[config.mk]
export PLATFORM = sky130hd
export DESIGN_NAME = coin_acceptor_flat
export DESIGN_NICKNAME = d
export VERILOG_FILES = /design/src/rtl/coin_acceptor_if.sv /design/src/rtl/coin_acceptor.sv /design/src/flat_wrapper.sv
export SDC_FILE = /design/constraint.sdc
export NUM_CORES = 1
export LEC_CHECK = 0
export ABC_AREA = 1
export CORE_ASPECT_RATIO = 0.9
export CORE_MARGIN = 2
export CORE_UTILIZATION = 56
export DETAILED_ROUTE_END_ITERATION = 7
export PLACE_DENSITY = 0.89
export SLEW_MARGIN = 25
export SYNTH_ARGS = -nofsm -noshare
export SYNTH_HDL_FRONTEND = slang
export SYNTH_SLANG_ARGS = --single-unit
export TNS_END_PERCENT = 5
[constraint.sdc]
create_clock -name clk -period 2 [get_ports clk]
set_clock_uncertainty 0.05 [all_clocks]
set_input_delay 0.2 -clock clk [delete_from_list [all_inputs] [get_ports clk]]
set_output_delay 0.2 -clock clk [all_outputs]
set_load 0.02 [all_outputs]
[src/rtl/coin_acceptor_if.sv]
// Coin acceptor bus: raw sensors and lock in, coin code and status out.
// sel and reject are one-cycle pulses with no back-pressure; a nonzero sel or a high reject is the "valid" and there is no ready.
interface coin_acceptor_if;
   logic [2:0] coin_in;
   logic       lock;
   logic [1:0] sel;
   logic       reject;
   logic       jam;
   logic       busy;
   logic [1:0] dbg_state;

   modport master (
      output coin_in, lock,
      input  sel, reject, jam, busy, dbg_state
   );

   modport slave (
      input  coin_in, lock,
      output sel, reject, jam, busy, dbg_state
   );
endinterface

[src/rtl/coin_acceptor.sv]
// Coin acceptor front end: synchronize, debounce and validate three coin sensors into a one-cycle coin code.
// Optional jam timer is enabled by defining COIN_ACC_TIMEOUT_EN.
module coin_acceptor #(
   parameter int DEB_CYC     = 4,
   parameter int TIMEOUT_CYC = 1000,
   parameter int CNT_W       = 10
) (
   input  logic           clk,
   input  logic           rst,
   coin_acceptor_if.slave bus
);

   typedef enum logic [1:0] {
      IDLE         = 2'd0,
      DEBOUNCE     = 2'd1,
      REJECT       = 2'd2,
      WAIT_RELEASE = 2'd3
   } state_t;

   localparam logic [CNT_W-1:0] DEB_LAST = CNT_W'(DEB_CYC - 1);

   if (DEB_CYC < 2 || DEB_CYC > (2**CNT_W) - 1) begin : g_bad_deb
      $error("coin_acceptor: DEB_CYC out of range");
   end
   if (TIMEOUT_CYC < 1 || TIMEOUT_CYC > (2**CNT_W) - 1) begin : g_bad_to
      $error("coin_acceptor: TIMEOUT_CYC does not fit CNT_W");
   end

   logic [2:0]       sync1_q, sync2_q;
   logic [2:0]       s;
   state_t           state_q, state_d;
   logic [CNT_W-1:0] cnt_q, cnt_d;
   logic [2:0]       pat_q, pat_d;
   logic [1:0]       sel_q, sel_d;
   logic             rej_q, rej_d;
   logic             busy_q;
   logic             one_hot;
   logic [1:0]       pat_code;

   always_ff @(posedge clk or negedge rst) begin
      if (!rst) begin
         sync1_q <= 3'b000;
         sync2_q <= 3'b000;
      end else begin
         sync1_q <= bus.coin_in;
         sync2_q <= sync1_q;
      end
   end

   assign s       = sync2_q;
   assign one_hot = (s != 3'b000) && ((s & 3'(s - 3'd1)) == 3'b000);

   always_comb begin
      pat_code = 2'b00;
      case (pat_q)
         3'b001:  pat_code = 2'b01;
         3'b010:  pat_code = 2'b10;
         3'b100:  pat_code = 2'b11;
         default: pat_code = 2'b00;
      endcase
   end

`ifdef COIN_ACC_TIMEOUT_EN
   localparam logic [CNT_W-1:0] TO_VAL = CNT_W'(TIMEOUT_CYC);

   logic [CNT_W-1:0] timer_q, timer_d;
   logic             jam_q, jam_d;
`endif

   always_comb begin
      state_d = state_q;
      cnt_d   = cnt_q;
      pat_d   = pat_q;
      sel_d   = 2'b00;
      rej_d   = 1'b0;
`ifdef COIN_ACC_TIMEOUT_EN
      timer_d = timer_q;
      jam_d   = jam_q;
`endif

      case (state_q)
         IDLE: begin
            if (s != 3'b000) begin
               if (one_hot) begin
                  pat_d   = s;
                  cnt_d   = CNT_W'(1);
                  state_d = DEBOUNCE;
               end else begin
                  state_d = REJECT;
               end
            end
         end
         DEBOUNCE: begin
            if (s == 3'b000) begin
               state_d = IDLE;
            end else if (s != pat_q) begin
               state_d = REJECT;
            end else if (cnt_q == DEB_LAST) begin
               // lock only matters on the accepting edge
               cnt_d   = cnt_q + CNT_W'(1);
               state_d = WAIT_RELEASE;
               if (bus.lock) begin
                  rej_d = 1'b1;
               end else begin
                  sel_d = pat_code;
               end
            end else begin
               cnt_d = cnt_q + CNT_W'(1);
            end
         end
         REJECT: begin
            rej_d   = 1'b1;
            state_d = WAIT_RELEASE;
         end
         WAIT_RELEASE: begin
            if (s == 3'b000) begin
               state_d = IDLE;
            end
         end
         default: state_d = IDLE;
      endcase

`ifdef COIN_ACC_TIMEOUT_EN
      if (state_q == IDLE) begin
         timer_d = '0;
      end else if (timer_q != TO_VAL) begin
         timer_d = timer_q + CNT_W'(1);
      end

      // a release back to IDLE wins over a timeout on the same edge
      if (state_q != IDLE && timer_d == TO_VAL && state_d != IDLE) begin
         jam_d   = 1'b1;
         state_d = WAIT_RELEASE;
         if (state_q == DEBOUNCE) begin
            sel_d = 2'b00;
            rej_d = 1'b0;
         end
      end

      if (state_d == IDLE) begin
         jam_d = 1'b0;
      end
`endif
   end

   always_ff @(posedge clk or negedge rst) begin
      if (!rst) begin
         state_q <= IDLE;
         cnt_q   <= '0;
         pat_q   <= 3'b000;
         sel_q   <= 2'b00;
         rej_q   <= 1'b0;
         busy_q  <= 1'b0;
      end else begin
         state_q <= state_d;
         cnt_q   <= cnt_d;
         pat_q   <= pat_d;
         sel_q   <= sel_d;
         rej_q   <= rej_d;
         busy_q  <= (state_d != IDLE);
      end
   end

`ifdef COIN_ACC_TIMEOUT_EN
   always_ff @(posedge clk or negedge rst) begin
      if (!rst) begin
         timer_q <= '0;
         jam_q   <= 1'b0;
      end else begin
         timer_q <= timer_d;
         jam_q   <= jam_d;
      end
   end

   assign bus.jam = jam_q;
`else
   assign bus.jam = 1'b0;
`endif

   assign bus.sel       = sel_q;
   assign bus.reject    = rej_q;
   assign bus.busy      = busy_q;
   assign bus.dbg_state = state_q;

endmodule
[src/flat_wrapper.sv]
// flat-port wrapper written by rule: the top's interface ports become plain ports
module coin_acceptor_flat 
#(
   parameter int DEB_CYC     = 4,
   parameter int TIMEOUT_CYC = 1000,
   parameter int CNT_W       = 10
)
  (clk, rst, bus_coin_in, bus_lock, bus_sel, bus_reject, bus_jam, bus_busy, bus_dbg_state);
  coin_acceptor_if bus_i ();
  input  logic clk;
  input  logic rst;
  input wire logic [$bits(bus_i.coin_in)-1:0] bus_coin_in;
  input wire logic [$bits(bus_i.lock)-1:0] bus_lock;
  output wire logic [$bits(bus_i.sel)-1:0] bus_sel;
  output wire logic [$bits(bus_i.reject)-1:0] bus_reject;
  output wire logic [$bits(bus_i.jam)-1:0] bus_jam;
  output wire logic [$bits(bus_i.busy)-1:0] bus_busy;
  output wire logic [$bits(bus_i.dbg_state)-1:0] bus_dbg_state;
  assign bus_i.coin_in = bus_coin_in;
  assign bus_i.lock = bus_lock;
  assign bus_sel = bus_i.sel;
  assign bus_reject = bus_i.reject;
  assign bus_jam = bus_i.jam;
  assign bus_busy = bus_i.busy;
  assign bus_dbg_state = bus_i.dbg_state;
  coin_acceptor #(.DEB_CYC(DEB_CYC), .TIMEOUT_CYC(TIMEOUT_CYC), .CNT_W(CNT_W)) u_core (.clk(clk), .rst(rst), .bus(bus_i));
endmodule
**Word-level counts from Yosys, hierarchy flattened**

Cells that the tools add are included.

- $add $sub $neg: 2
- Equal/unequal tests: 12
- Multiplexer cells: 23
- Bitwise gates (word level): 1
- Reduce and logical (&&, ||, !) cells: 9

Operators by type and width:

| operator | count |
|---|---|
| 2-to-1 mux 10 bit | 4 |
| 2-to-1 mux 2 bit | 11 |
| case mux 10 bit (2 select lines) | 1 |
| adder 10 x 1 -> 10 bit (second input constant) | 1 |
| == test 10 x 2 -> 1 bit (second input constant) | 1 |
| case mux 2 bit (4 select lines) | 1 |
| logical NOT 3 bit | 2 |
| case mux 2 bit (3 select lines) | 1 |
| AND reduction 5 bit | 1 |
| == test 2 bit (second input constant) | 2 |
| 2-to-1 mux 1 bit | 4 |
| != test 2 x 1 -> 1 bit (second input constant) | 2 |
| != test 2 bit (second input constant) | 2 |
| nonzero test 2 bit | 2 |
| AND 3 bit | 1 |
| == test 3 x 1 -> 1 bit (second input constant) | 1 |
| == test 3 x 2 -> 1 bit (second input constant) | 1 |
| == test 3 bit (second input constant) | 1 |
| != test 3 bit | 1 |
| AND reduction 3 bit | 1 |
| nonzero test 3 bit | 1 |
| subtractor 3 x 1 -> 3 bit (second input constant) | 1 |
| == test 2 x 1 -> 1 bit (second input constant) | 1 |
| logical NOT 2 bit | 1 |
| 2 further kinds | 2 |

- Register bits: 25
- Bits of input ports: 6
- Word-level logic and storage cells: 55

**Depth between registers and ports, before layout**

Gate-level depths: netlist of run 1.

- Word-level depth: 8
- Gate-level depth with buffers: 11
- Mapped depth without buffers: 10

**Least setup slack after synthesis of run 1**

Ideal clock, no wire load.

- Path type: register -> register
- From: reg u_core.state_q[1] (netlist: u_core.bus.dbg_state[1])
- To: reg u_core.rej_q (netlist: u_core.bus.reject)
- Data arrival time: 1,506 ps
- Required time: 1,866 ps
- Slack: 360 ps
- Cell stages (with the launch flop): 8
- Clock period less this slack: 1,640 ps
- Cells stage by stage: dfrtp_1 -> inv_1 -> ha_1 -> inv_1 -> buf_6 -> nor3_1 -> nand3_1 -> a21boi_0

- Longest elaborated chain between the ends: 2

RTL lines:

| item | RTL line | RTL |
|---|---|---|
| start, declared | coin_acceptor.sv:31 | `state_t state_q, state_d;` |
| start signal, assigned | coin_acceptor.sv:155 | `state_q <= state_d;` |
| == test 2 bit or == test 2 x 1 -> 1 bit (tied branches) | coin_acceptor.sv:81 | `case (state_q)` |
| case mux 1 bit (2 select lines) * | coin_acceptor.sv:81 |  |
| named net u_core.rej_d | coin_acceptor.sv:35 | `logic rej_q, rej_d;` |
| end signal, assigned | coin_acceptor.sv:159 | `rej_q <= rej_d;` |
| end, declared | coin_acceptor.sv:35 |  |

Mark *: on every way through the listed nets, which the timed path passes. The rest lies on a longest branch.
A chain may end at the register's enable or synchronous reset.

**Final worst setup path of run 1**

- From: reg u_core.state_q[1] (netlist: u_core.bus.dbg_state[1])
- To: reg u_core.cnt_q[5]

- Longest elaborated chain between the ends: 3

RTL lines:

| item | RTL line | RTL |
|---|---|---|
| == test 2 x 1 -> 1 bit or logical NOT 2 bit (tied branches) | coin_acceptor.sv:81 |  |
| != test 2 bit (no source line), or another cell as far along | n/a |  |
| AND reduction 5 bit (no source line) | n/a |  |
| end signal, assigned | coin_acceptor.sv:156 | `cnt_q <= cnt_d;` |
| end, declared | coin_acceptor.sv:32 | `logic [CNT_W-1:0] cnt_q, cnt_d;` |

Parallel ways exist; a longest one is shown, timed or not.

==> results of run 1 <==
per-stage QoR:
stage | hold WS, ns | power (uW) | utilization | std cells | setup WS, ns
2_1_floorplan | -0.146 | 1310 | - | 181 | 0.360
3_3_place_gp | 0.282 | 1440 | 0.630 | 218 | 0.262
3_5_place_dp | 0.286 | 1480 | 0.630 | 218 | 0.118
4_1_cts | 0.165 | 1720 | 0.642 | 222 | 0.0949
5_1_grt | 0.201 | 1880 | 0.644 | 222 | 0.0638
6_report | 0.157 | 1720 | 0.644 | 222 | 0.191
layer usage:
layer / vias to the layer above / wire length [um] / GRT usage
met3: 7 / 135 / 0.0380
met4: 0 / 66 / 0.107
met2: 27 / 1240 / 0.364
met5: - / 0 / 0
li1: 580 / - / -
met1: 538 / 1240 / 0.292
sequential cells by signal (all words and copies together), names as in the netlist:
| register | count |
|---|---|
| u_core.bus.busy | 1 |
| u_core.bus.dbg_state | 2 |
| u_core.bus.reject | 1 |
| u_core.bus.sel | 2 |
| u_core.cnt_q | 10 |
| u_core.pat_q | 3 |
| u_core.s | 3 |
| u_core.sync1_q | 3 |
synth_stat cells, drive strengths merged:
| master | count |
|---|---|
| nand2 | 55 |
| inv | 26 |
| dfrtp | 25 |
| nor2 | 25 |
| o21ai | 16 |
| nand3 | 12 |
| ha | 5 |
| buf | 3 |
| xor2 | 3 |
| a21oi | 2 |
| nor3b | 2 |
| xnor2 | 2 |
| a21boi | 1 |
| a31oi | 1 |
| conb | 1 |
| nand4 | 1 |
| nor3 | 1 |
cell families (layout without fill, tap and decap cells):
kind of cell	count (synthesis)	after routing
AOI/OAI and AO/OA	20	20
xor gates and xnor gates	5	5
adders and majority gates	5	5
other	1	1
buffers and inverters	29	42
DFF	25	25
and+or+nand+nor	96	96
worst paths after layout:
| check | from | to | slack (ns) | cells past startpoint |
|---|---|---|---|---|
| hold / removal | rst | u_core.bus.sel[1]$_DFF_PN0_ | 0.16 | 2 |
| max in group asynchronous | rst | u_core.cnt_q[6]$_DFFE_PN0P_ | 1.51 | 2 |
| min in group clk | bus_coin_in[1] | u_core.sync1_q[1]$_DFF_PN0_ | 0.24 | 1 |
| setup / recovery | u_core.bus.dbg_state[1]$_DFF_PN0_ | u_core.cnt_q[5]$_DFFE_PN0P_ | 0.19 | 8 |
| hold reg to reg | u_core.sync1_q[1]$_DFF_PN0_ | u_core.s[1]$_DFF_PN0_ | 0.32 | 0 |
| setup reg to reg | u_core.bus.dbg_state[1]$_DFF_PN0_ | u_core.cnt_q[5]$_DFFE_PN0P_ | 0.19 | 8 |
worst max-delay path, cell delays in order, from the launching register on:
cell,delay [ns]
sky130_fd_sc_hd__dfrtp_1,0.48
sky130_fd_sc_hd__inv_1,0.10
sky130_fd_sc_hd__ha_1,0.25
sky130_fd_sc_hd__inv_2,0.18
sky130_fd_sc_hd__nor2_2,0.08
sky130_fd_sc_hd__nor2_4,0.27
sky130_fd_sc_hd__inv_1,0.14
sky130_fd_sc_hd__nand2_1,0.10
sky130_fd_sc_hd__nand2_1,0.06
final cells by class:
class                           count  area (um^2)  area share
Multi-Input combinational cell    127          643       0.415
Clock inverter                      1         7.51     0.00485
Timing Repair Buffer               12          118      0.0759
Clock buffer                        3         22.5      0.0145
Inverter                           26         97.6      0.0630
Sequential cell                    25          626       0.404
Tap cell                           28         35.0      0.0226
power by group through the flow:
stage	clock [uW]	combinational, uW	sequential [uW]
finish	237	779	703
global route	263	899	717
CTS	243	772	703
detailed placement	0	767	712
global placement	0	738	699
floorplan	0	571	735
timing repair:
item | CTS | global route
resized for setup | 0 | 2
hold endpoints to repair | 0 | 0
setup endpoints to repair | 0 | 5
==> out/metrics.csv, run 1 <==
stage,metric,value,unit
status,run_status,finished clean,
synth,syn_inst,181,
cts,root_buffer,sky130_fd_sc_hd__clkbuf_4,
min_path,hp-class,primary input to async pin,
power_and_ir_drop,power_frac_comb,0.453,
power_and_ir_drop,irDropWorstVdd,0.873,mV
cts,clk_pin_slew_worst_paths,0.14,ns
sta,max_freq,553,MHz
flow_run,maxCapViolations,0,
synth,postSynthAreaPerCell,7.69,um^2
worst_setup_path,timing.critical_path.from_type,flip-flop,
synth,synth_top_family_by_area,simple AND/OR/NAND/NOR gates,
sta,finalSetupTns,0,ns
place,io_buffers,11,
cts,tritoncts,built,
detailed_routing,route.vias.total,1152,
layout,finish.instance_area,0.00155,mm^2
detailed_routing,detail_route.iter0.violations,31,
place,finalWeightedCongestion,0.895,
sta,grt_setup_unrepaired,false,
power_and_ir_drop,p_sw_frac,0.440,
floorplan,area_of_the_die,0.00290,mm^2
synth,post_synthesis_net_count,192,
cts,cts_inserted_buffers,3,
floorplan,die_w,56.5,um
layout,drive_above_1_share,0.0928,
grt,vias_in_the_first_global_route,1131,
synth,synth_fa_ha_area_frac,0.0450,
grt,track_usage,0.224,
layout,layout.filler_cells,206,
grt,grt_overflow_total,0,
power_and_ir_drop,leakage,0.000774,uW
layout,most_common_library_cell_in_the_layout_ignoring_fill_and_taps,sky130_fd_sc_hd__nand2_1,
grt,grt_first_pass_wirelength,4950,um
layout,area_growth_syn_to_layout,11.3,%
detailed_routing,detail_route.wirelength,2680,um
floorplan,initial_core_utilization,0.579,
cts,clkSinkCount,25,
power_and_ir_drop,power.net_switching,757,uW
power_and_ir_drop,proportion_of_power_drawn_by_the_clock_network,0.138,
detailed_routing,route.antenna.remaining_nets,0,
place,post_detailed_placement_cell_area,0.00151,mm^2
sta,post-route-min-period,1.81,ns
synth,yosys.area_share.simple,0.299,
synth,synth_largest_area_cell,sky130_fd_sc_hd__dfrtp_1,
layout,most-common-layout-cells,"sky130_fd_sc_hd__nand2_1 (55), sky130_fd_sc_hd__dfrtp_1 (25), sky130_fd_sc_hd__inv_1 (23)",
worst_setup_path,data_required_time_of_the_worst_path,2.19,ns
synth,seq_area_frac_synth,0.450,
sta,setup_violations,0,
place,place.detailed.hpwl,2060,um
synth,ys_warn_count,0,
floorplan,floorplan.rows,17,
power_and_ir_drop,power_per_cell_area,1110,mW/mm^2
worst_setup_path,critical_path.max_fanout,16,
sta,slew_violations,0,
power_and_ir_drop,seq_power_share,0.409,
worst_setup_path,setup.worst_path.end_class,flip-flop,
sta,timing_hold_violations_final,0,
cts,maximum_clock_path_buffer_count,2,
floorplan,die_height,51.3,um
worst_setup_path,worstPathArrival,2.00,ns
synth,netlist_top_cells_area,"sky130_fd_sc_hd__dfrtp_1 (45%), sky130_fd_sc_hd__nand2_1 (15%), sky130_fd_sc_hd__inv_1 (6.5%)",
detailed_routing,via_per_inst,5.19,
layout,finalNetCount,206,
grt,number_of_antenna_violations_at_the_first_check_in_global_routing,0,
worst_setup_path,worst-setup-path-type,flip-flop to flip-flop,
synth,compound_gate_fraction_of_synth_area,0.0800,
cts,clk_latency,0.33,ns
synth,syn_area,0.00139,mm^2
cts,ctsHtreeMaxLevel,1,
synth,ys_ff_latch,25,
synth,synth.distinct_cells,24,
sta,period_utilization_post_route,0.905,
detailed_routing,drt_pass1_iterations,4,
cts,ctsHoldBuffers,0,
floorplan,core_area,0.00240,mm^2
synth,synth_top_area_frac,0.450,
detailed_routing,drc,0,
floorplan,floorplan.io_pins,13,
power_and_ir_drop,internal-power,962,uW
synth,synthMuxAreaShare,0,
synth,synth_xor_area_frac,0.0315,
detailed_routing,post_drt_wl_per_cell,12.1,um
cts,post-cts-setup-buffers,0,
layout,antenna_cells_inserted,0,
grt,grt_max_degree,26,
Power figures use the tool's default switching activity.
==> inputs of run 2 (changes only) <==
==> constraint.sdc (replaced) <==
create_clock -name clk -period 2.03 [get_ports clk]
set_clock_uncertainty 0.05 [all_clocks]
set_input_delay 0.203 -clock clk [delete_from_list [all_inputs] [get_ports clk]]
set_output_delay 0.203 -clock clk [all_outputs]
set_load 0.02 [all_outputs]
==> results of run 2 <==
Same layout as run 1 (identical final DEF). Status: finished clean.
Main changes from that run: setup slack after placement 0.118 ns -> 0.148 ns; setup slack after layout 0.191 ns -> 0.221 ns; hold slack 0.157 ns -> 0.160 ns; register-to-register setup slack 0.19 ns -> 0.22 ns; total power 1720 uW -> 1690 uW; worst IR drop on VDD 0.873 mV -> 0.860 mV
==> inputs of run 3 (changes only) <==
--- a/config.mk
+++ b/config.mk
@@ -8,9 +8,9 @@
 export ABC_AREA = 1
 export CORE_ASPECT_RATIO = 0.9
 export CORE_MARGIN = 2
-export CORE_UTILIZATION = 56
+export CORE_UTILIZATION = 50
 export DETAILED_ROUTE_END_ITERATION = 7
-export PLACE_DENSITY = 0.89
+export PLACE_DENSITY = 0.85
 export SLEW_MARGIN = 25
 export SYNTH_ARGS = -nofsm -noshare
 export SYNTH_HDL_FRONTEND = slang
==> constraint.sdc (replaced) <==
create_clock -name clk -period 1.6 [get_ports clk]
set_clock_uncertainty 0.05 [all_clocks]
set_input_delay 0.16 -clock clk [delete_from_list [all_inputs] [get_ports clk]]
set_output_delay 0.16 -clock clk [all_outputs]
set_load 0.02 [all_outputs]
==> out/metrics.csv, run 3 (synthesized netlist as in run 1, its figures left out) <==
stage,metric,value,unit
sta,setup_violations,0,
worst_setup_path,r2r.worst_path.cells,10,
cts,root_buffer,sky130_fd_sc_hd__clkbuf_4,
detailed_routing,drt_pass1_iterations,4,
flow_run,maxCapViolations,0,
grt,grt_overflow_total,0,
cts,clkSinkCount,25,
sta,timing.hold.ws,0.141,ns
status,run_status,finished clean,
detailed_routing,drc,0,
worst_setup_path,critical_path.max_fanout,8,
cts,clk_pin_slew_worst_paths,0.14,ns
layout,layout.filler_cells,220,
power_and_ir_drop,power.total,2430,uW
grt,track_usage,0.175,
layout,antenna_cells_inserted,0,
worst_setup_path,worstPathArrival,1.71,ns
sta,period_utilization_post_route,0.940,
layout,most-common-layout-cells,"sky130_fd_sc_hd__nand2_1 (53), sky130_fd_sc_hd__dfrtp_1 (24), sky130_fd_sc_hd__nor2_1 (21)",
sta,slew_violations,0,
detailed_routing,post_drt_wl_per_cell,11.2,um
worst_setup_path,setup.worst_path.end_class,flip-flop,
detailed_routing,detail_route.wirelength,2610,um
grt,number_of_antenna_violations_at_the_first_check_in_global_routing,0,
floorplan,die_w,59.6,um
sta,grt_setup_unrepaired,true,
layout,area_growth_syn_to_layout,20.0,%
worst_setup_path,cp_slowest_cell,sky130_fd_sc_hd__dfrtp_1,
min_path,hp-class,primary input to async pin,
layout,finalNetCount,215,
place,place.detailed.hpwl,1850,um
grt,grt_first_pass_wirelength,4090,um
place,io_buffers,11,
grt,vias_in_the_first_global_route,956,
worst_setup_path,worstReg2RegStart,u_core.s[0]$_DFF_PN0_,
floorplan,initial_core_utilization,0.515,
worst_setup_path,crit_path_cell_trace,"inv_2, nand2_1, nand2_2, nand3_4, nor2_4, nor2_2, nor2_4, buf_6, nand2_1, o21ai_0",
place,finalWeightedCongestion,0.873,
worst_setup_path,timing.rr.end,u_core.cnt_q[2]$_DFFE_PN0P_,
power_and_ir_drop,leakage,0.000823,uW
layout,largest_register_ff_count,10,
worst_setup_path,worst-setup-path-type,flip-flop to flip-flop,
cts,clk_latency,0.33,ns
power_and_ir_drop,irDropWorstVdd,0.748,mV
layout,drive_above_1_share,0.177,
sta,max_freq,665,MHz
floorplan,floorplan.rows,18,
power_and_ir_drop,power_per_cell_area,1450,mW/mm^2
floorplan,core_area,0.00270,mm^2
cts,ctsHtreeMaxLevel,1,
detailed_routing,detail_route.iter0.violations,35,
layout,largest-register,u_core.cnt_q,
place,post_detailed_placement_cell_area,0.00156,mm^2
floorplan,die_height,54.0,um
detailed_routing,route.antenna.remaining_nets,0,
floorplan,floorplan.io_pins,13,
floorplan,area_of_the_die,0.00322,mm^2
detailed_routing,via_per_inst,4.85,
cts,tritoncts,built,
layout,most_common_library_cell_in_the_layout_ignoring_fill_and_taps,sky130_fd_sc_hd__nand2_1,
cts,cts_inserted_buffers,3,
cts,maximum_clock_path_buffer_count,2,
cts,ctsHoldBuffers,0,
worst_setup_path,timing.critical_path.from_type,flip-flop,
worst_setup_path,data_required_time_of_the_worst_path,1.81,ns
detailed_routing,route.vias.total,1130,
sta,timing_hold_violations_final,0,
layout,finish.instance_area,0.00167,mm^2
worst_setup_path,critPathMaxStageDelay,0.43,ns
grt,grt_max_degree,26,
sta,post-route-min-period,1.50,ns
worst_setup_path,worst_reg2reg_setup_slack,0.1,ns
==> run 3: cell types whose count changed in the layout (fill, tap and decap cells not counted), sizes merged <==
cell           delta
buf               +9
clkdlybuf4s50     -2
dlygate4sd2       +2
==> run 3: cell type report <==
cell class                      count  area (um^2)  area share
Inverter                           26         97.6      0.0585
Tap cell                           30         37.5      0.0225
Timing Repair Buffer               21          190       0.114
Sequential cell                    25          627       0.376
Multi-Input combinational cell    127          687       0.412
Clock inverter                      1         7.51     0.00450
Clock buffer                        3         22.5      0.0135
==> run 3: repair_timing <==
item | CTS | global route
gates resized for setup | 3 | 16
buffers inserted | 0 | 4
endpoints found under the hold margin | 0 | 0
setup endpoints to repair | 4 | 13
pin swaps | 0 | 1
==> run 3: how the worst max path moves through the flow <==
stage | from | end | slack [ns] | cells after the start
floorplan | u_core.bus.dbg_state[1]$_DFF_PN0_ | u_core.bus.reject$_DFF_PN0_ | 0.001 | 7
global placement | u_core.cnt_q[0]$_DFFE_PN0P_ | u_core.cnt_q[8]$_DFFE_PN0P_ | 0.08 | 8
detailed placement | u_core.bus.dbg_state[1]$_DFF_PN0_ | u_core.bus.reject$_DFF_PN0_ | -0.01 | 6
CTS | u_core.bus.dbg_state[1]$_DFF_PN0_ | u_core.cnt_q[6]$_DFFE_PN0P_ | 0.04 | 7
global route | u_core.s[2]$_DFF_PN0_ | u_core.cnt_q[9]$_DFFE_PN0P_ | -0.04 | 10
finish | u_core.s[0]$_DFF_PN0_ | u_core.cnt_q[2]$_DFFE_PN0P_ | 0.1 | 10
==> run 3: layer usage <==
| metal | up-vias | routed length (um) | GRT usage | share of wire |
|---|---|---|---|---|
| li1 | 599 | - | - | - |
| met2 | 16 | 1180 | 0.258 | 0.45 |
| met5 | - | 0 | 0 | 0 |
| met4 | 0 | 50 | 0.104 | 0.019 |
| met3 | 5 | 68 | 0.0216 | 0.026 |
| met1 | 510 | 1310 | 0.246 | 0.50 |
==> run 3: critical path, delay by kind of cell, from the launching register on <==
kind | cells | cell delay (ns)
flip-flops | 1 | 0.43
buffers and inverters | 2 | 0.25
AND/OR/NAND/NOR | 7 | 0.62
AO/OA/AOI/OAI | 1 | 0.07
==> run 3: through the flow <==
stage / utilization / cells / setup slack [ns] / TNS [ns]
floorplan: - / 181 / 0.00104 / 0
global placement: 0.575 / 225 / 0.0757 / 0
detailed placement: 0.575 / 225 / -0.0115 / -0.0115
CTS: 0.588 / 229 / 0.0352 / 0
global route: 0.618 / 233 / -0.0358 / -0.222
finish: 0.618 / 233 / 0.0953 / 0
==> run 3: report_power, final <==
part | internal [uW] | switching, uW | total, uW
Combinational | 538 | 750 | 1290
Sequential | 751 | 94.3 | 846
Clock | 95.8 | 198 | 294
